===== config.mk =====
export PLATFORM = sky130hd
export DESIGN_NAME = neuron_mac
export DESIGN_NICKNAME = d
export VERILOG_FILES = /design/src/rtl/mlp_pkg.sv /design/src/rtl/neuron_weight_mem.sv /design/src/rtl/neuron_mac.sv
export SDC_FILE = /design/constraint.sdc
export NUM_CORES = 2
export LEC_CHECK = 0
export CAP_MARGIN = 0
export CORE_MARGIN = 8
export CORE_UTILIZATION = 28
export CTS_CLUSTER_SIZE = 8
export DETAILED_ROUTE_END_ITERATION = 6
export GPL_TIMING_DRIVEN = 0
export HOLD_SLACK_MARGIN = 0.06
export SLEW_MARGIN = 20
export SYNTH_ARGS = -nofsm -noshare
export SYNTH_HDL_FRONTEND = slang
export SYNTH_SLANG_ARGS = --single-unit

===== constraint.sdc =====
create_clock -name clk -period 15.6 [get_ports clk]
set_clock_uncertainty 0.15 [all_clocks]
set_input_delay 2.34 -clock clk [delete_from_list [all_inputs] [get_ports clk]]
set_output_delay 2.34 -clock clk [all_outputs]
set_load 0.05 [all_outputs]

===== src/rtl/mlp_pkg.sv =====
// Shared numeric formats for the MNIST MLP datapath: word widths and the full-width neuron sum type.
package mlp_pkg;
    localparam int DATA_W    = 16;
    localparam int W_INT_W   = 4;
    localparam int INT_EXT_W = 10;
    localparam int SUM_W     = 2*DATA_W + INT_EXT_W;

    typedef logic signed [SUM_W-1:0] sum_t;
endpackage


===== src/rtl/neuron_weight_mem.sv =====
// Neuron weight store: depth x width, one synchronous read port, one write port, no reset.
// Latency: rd_data valid one edge after rd_en; same-address read/write returns the old word.
// Backpressure: none, both ports accept every cycle.
module neuron_weight_mem #(
    parameter int depth  = 126,
    parameter int width  = 16,
    parameter int addr_w = $clog2(depth)
) (
    input  logic              clk,
    input  logic              wr_en,
    input  logic [addr_w-1:0] wr_addr,
    input  logic [width-1:0]  wr_data,
    input  logic              rd_en,
    input  logic [addr_w-1:0] rd_addr,
    output logic [width-1:0]  rd_data
);

    logic [width-1:0] mem [depth];

    // Read and write share the edge; the non-blocking read sees the pre-write word.
    always_ff @(posedge clk) begin
        if (wr_en && (wr_addr < addr_w'(depth)))
            mem[wr_addr] <= wr_data;
        if (rd_en)
            rd_data <= mem[rd_addr];
    end

endmodule


===== src/rtl/neuron_mac.sv =====
// Sequential MAC neuron: sum of numWeight activation*weight products, plus bias when NEURON_BIAS_EN is defined.
// Latency: last input sampled at edge k -> out_sum/out_valid registered at edge k+3, one-cycle strobe.
// Backpressure: none, every in_valid cycle is accepted; idle gaps hold idx and acc.
module neuron_mac
    import mlp_pkg::*;
#(
    parameter int dataWidth      = DATA_W,
    parameter int weightIntWidth = W_INT_W,
    parameter int IntWidthExtend = INT_EXT_W,
    parameter int numWeight      = 126
) (
    input  logic                                        clk,
    input  logic                                        rst_n,
    input  logic                                        in_valid,
    input  logic signed [dataWidth-1:0]                 in_data,
    input  logic                                        weight_wr_en,
    input  logic [$clog2(numWeight)-1:0]                weight_wr_addr,
    input  logic signed [dataWidth-1:0]                 weight_wr_data,
`ifdef NEURON_BIAS_EN
    input  logic                                        bias_wr_en,
    input  logic signed [dataWidth-1:0]                 bias_wr_data,
`endif
    output logic                                        out_valid,
    output logic signed [2*dataWidth+IntWidthExtend-1:0] out_sum
);

    localparam int AW = $clog2(numWeight);
    localparam int PW = 2*dataWidth;
    localparam int SW = 2*dataWidth + IntWidthExtend;

    if (numWeight < 2 || numWeight > (1 << IntWidthExtend) ||
        weightIntWidth < 1 || weightIntWidth > dataWidth) begin : g_cfg_err
        $error("neuron_mac: unsupported parameter combination");
    end

    logic [AW-1:0]                idx;
    logic                         f_vld, f_last;
    logic signed [dataWidth-1:0]  f_x;
    logic [dataWidth-1:0]         rd_data;
    logic                         s0_vld, s0_last;
    logic signed [dataWidth-1:0]  s0_x, s0_w;
    logic                         s1_vld, s1_last;
    logic signed [PW-1:0]         s1_prod;
    logic signed [SW-1:0]         acc;
    logic signed [SW-1:0]         prod_ext;
    logic signed [SW-1:0]         frame_sum;

    neuron_weight_mem #(
        .depth (numWeight),
        .width (dataWidth)
    ) u_wmem (
        .clk     (clk),
        .wr_en   (weight_wr_en),
        .wr_addr (weight_wr_addr),
        .wr_data (weight_wr_data),
        .rd_en   (in_valid),
        .rd_addr (idx),
        .rd_data (rd_data)
    );

    // Fetch: index counter plus activation aligned with the memory's read register.
    always_ff @(posedge clk) begin
        if (!rst_n) begin
            idx    <= '0;
            f_vld  <= 1'b0;
            f_last <= 1'b0;
            f_x    <= '0;
        end else begin
            f_vld <= in_valid;
            if (in_valid) begin
                f_x    <= in_data;
                f_last <= (idx == AW'(numWeight-1));
                idx    <= (idx == AW'(numWeight-1)) ? '0 : idx + AW'(1);
            end
        end
    end

    // S0 captures the operand pair, S1 the full-precision product.
    always_ff @(posedge clk) begin
        if (!rst_n) begin
            s0_vld  <= 1'b0;
            s0_last <= 1'b0;
            s0_x    <= '0;
            s0_w    <= '0;
            s1_vld  <= 1'b0;
            s1_last <= 1'b0;
            s1_prod <= '0;
        end else begin
            s0_vld  <= f_vld;
            s1_vld  <= s0_vld;
            if (f_vld) begin
                s0_x    <= f_x;
                s0_w    <= rd_data;
                s0_last <= f_last;
            end
            if (s0_vld) begin
                s1_prod <= PW'(s0_x) * PW'(s0_w);
                s1_last <= s0_last;
            end
        end
    end

`ifdef NEURON_BIAS_EN
    logic signed [dataWidth-1:0] bias;
    logic signed [SW-1:0]        bias_ext;

    always_ff @(posedge clk) begin
        if (!rst_n)
            bias <= '0;
        else if (bias_wr_en)
            bias <= bias_wr_data;
    end

    // Weight-format bias moved onto the product's fraction point.
    always_comb begin
        bias_ext = SW'(bias) <<< (dataWidth-1);
    end
`endif

    always_comb begin
        prod_ext = SW'(s1_prod);
`ifdef NEURON_BIAS_EN
        frame_sum = acc + prod_ext + bias_ext;
`else
        frame_sum = acc + prod_ext;
`endif
    end

    // S2: accumulate, or close the frame and clear acc for a back-to-back successor.
    always_ff @(posedge clk) begin
        if (!rst_n) begin
            acc       <= '0;
            out_sum   <= '0;
            out_valid <= 1'b0;
        end else begin
            out_valid <= s1_vld && s1_last;
            if (s1_vld) begin
                if (s1_last) begin
                    out_sum <= frame_sum;
                    acc     <= '0;
                end else begin
                    acc <= acc + prod_ext;
                end
            end
        end
    end

endmodule


==> impl_metrics.tcl <==
set metrics [dict create \
    post_cts_buffers 0 \
    finalNonFillerCells 10310 \
    fillCellCount 32200 \
    crit_chain "clkbuf_1 > nand2_1 > fa_1 > fa_1 > fa_1 > inv_1 > fa_1 > fa_1 > inv_1 > fa_1 > inv_1 > ha_1 > a21oi_1 > o21ai_0 > a31oi_1 > o31ai_1 > o221ai_1 > o21a_1 > mux2_2 > o311ai_0" \
    grt_pass1_wl_mm 372.5 \
    cp_data_required_time_ns 16.14 \
    design_area_um2 113400 \
    violations "DRC" \
    final_cell_mix "edfxtp_1, mux4_2, clkbuf_16" \
    port_buffers 84 \
    design.final.nets 6106 \
    start_util 0.2804 \
    cts_num_sinks 2210 \
    pre_cts_slack_ns 8.417 \
    ys_seq_area_frac 0.6737 \
    dp_cells 9909 \
    worstSetupStartpoint "s0_x[11]" \
    drv_slew 0 \
    placed_cell_area_um2 104800 \
    setup_violations 0 \
    cts_hold_buffers 0 \
    cts_tree "built" \
    first_iter_violations 5357 \
    r2r-start "s0_x[11]" \
    worst_hold_path_type "register to register" \
    synthFlopType "edfxtp_1" \
    wl_per_cell_um 24.96 \
    synthArstFlopShare 0 \
    crit_path_frequent_cell "fa_1" \
    ir_worst_vdd_mv 0.1203 \
    startpoint_type "register" \
    place.detailed.hpwl_mm 183.3 \
    dieHeight_um 601.1 \
    status "complete, but fails checks" \
    grt_antenna_before_repair 19 \
    die_w_um 601.1 \
    htree_levels 5 \
    path_clk_slew_ns 0.05 \
    drc 2 \
    cts_buffer_depth 4 \
    end_kind "register" \
    ys_ff_latch 2210 \
    worst_hold_slack_ns 0.2922 \
    power.density_nw_per_um2 119.5 \
    hold_viol 0 \
    io_pins 86 \
    grt_max_degree 98 \
    rsz0062_at_grt "no" \
    routed_wl_mm 257.4 \
    leakagePower_nw 36.59 \
    ant_nets 0 \
    slowest_stage "dfxtp_1" \
    layout_commonest_cell "edfxtp_1" \
    root_buffer "clkbuf_16" \
    grt_usage 0.1383 \
    coreArea_um2 341900 \
    arrival_ns 7.72 \
    vias 50130 \
    crit_path_max_incr_delay_ns 0.66 \
    first_global_vias 52730 \
    post_cts_resized 0 \
    synth.distinct_cells 67 \
    hold_start "u_wmem.rd_data[9]" \
    syn_avg_cell_area_um2 18.68 \
    grt_overflow 0 \
    criticalPathCategory "register to register" \
    yosys_warnings 0 \
    cts_buffers 320 \
    finalCritPeriodShare 0.4604 \
    synth_nets 5562 \
    synthesis.area_um2 95860 \
    avgViaCountPerCell 4.862 \
    syn_to_final_growth_pct 18.29 \
    path_max_fanout 10 \
    dieArea_um2 361300 \
    drv_cap 0 \
    tightest_slew_ns 1.172 \
    relSlewSlack 0.2185 \
    setup_tns_ns 0 \
    layout-drive-gt1-share 0.2429 \
    fmax_mhz 139.2 \
    synthCells 5131 \
    firstDrtPassIters 7 \
    gp_congestion 0.8918 \
    min_period_ns 7.182 \
    synth_edf_count 2032 \
    fp-row-count 215 \
    insertion_delay_ns 0.86 \
    setup_slack_ns 8.418 \
]
-- path summary, 6_finish.rpt --
path                                    end  slack, ns  depth (start not counted)
worst min-delay path                s0_w[9]       0.29                          2
worst max register to register  s1_prod[28]       8.42                         20
worst max-delay path            s1_prod[28]       8.42                         20
worst min register to register      s0_w[9]       0.29                          2
-- synth_stat cells (72+ instances only) --
library cell	n	area, um^2
edfxtp_1	2032	61020
mux4_2	656	14770
clkbuf_1	166	623.1
nand2_1	236	885.9
and2_1	128	800.8
fa_1	263	5265
dfxtp_1	178	3563
nor2_1	301	1130
a21oi_1	103	515.5
o21ai_0	72	360.4
inv_1	305	1145
ha_1	125	1564
-- where the power goes --
group / leakage (nW) / internal [mW] / switching, mW
Sequential: 19.7 / 6.51 / 0.0207
Combinational: 12.7 / 0.372 / 0.570
Clock: 4.17 / 3.68 / 2.40
-- state kept, by name (all words and copies together), names as in the netlist, 7 cells and up --
register        cells
acc                42
f_x                16
idx                 7
out_sum            42
s0_w               16
s0_x               16
s1_prod            32
u_wmem.mem       2016
u_wmem.rd_data     16
-- layer usage --
layer | GRT usage | share of wire | vias to the layer above
li1 | - | - | 21070
met1 | 0.1794 | 0.41 | 26670
met2 | 0.2329 | 0.49 | 1929
met3 | 0.02629 | 0.068 | 464
met4 | 0.04721 | 0.036 | 6
met5 | 0 | 0.0013 | -
-- worst max-delay path, delay by kind of cell (launching register included) --
kind	cells	cell delay (ns)
muxes	1	0.34
DFF	1	0.66
buffers and inverters	4	0.69
and+or+nand+nor	1	0.16
AOI/OAI and AO/OA	7	1.61
adders and majority gates	7	3.46
-- per-stage QoR --
stage,power (mW),utilization
after floorplan,7.153,-
after global placement,7.593,0.2995
after detailed placement,7.598,0.3065
after CTS,13.69,0.3315
after global routing,13.95,0.3316
final,13.55,0.3316
-- cell families (layout without fill, tap and decap cells) --
logic type / after synthesis / in the layout / synth area share
AOI/OAI and AO/OA: 328 / 328 / 0.02171
xor gates and xnor gates: 70 / 70 / 0.006396
adders and majority gates: 388 / 388 / 0.07124
buffers and inverters: 561 / 1177 / 0.02284
DFF: 2210 / 2210 / 0.6737
muxes: 759 / 759 / 0.1653
other: 0 / 8 / 0
and+or+nand+nor: 815 / 815 / 0.03874
-- cell type report --
type | count | area [um^2] | area share
Antenna cell | 8 | 20.02 | 0.0001766
Inverter | 306 | 1149 | 0.01013
Timing Repair Buffer | 222 | 2890 | 0.02549
Clock buffer | 373 | 8270 | 0.07294
Clock inverter | 21 | 272.8 | 0.002406
Sequential cell | 2210 | 64580 | 0.5696
Multi-Input combinational cell | 2360 | 29430 | 0.2596
Tap cell | 4557 | 5702 | 0.05029
Buffer | 255 | 1069 | 0.009424
Power figures use the tool's default switching activity.
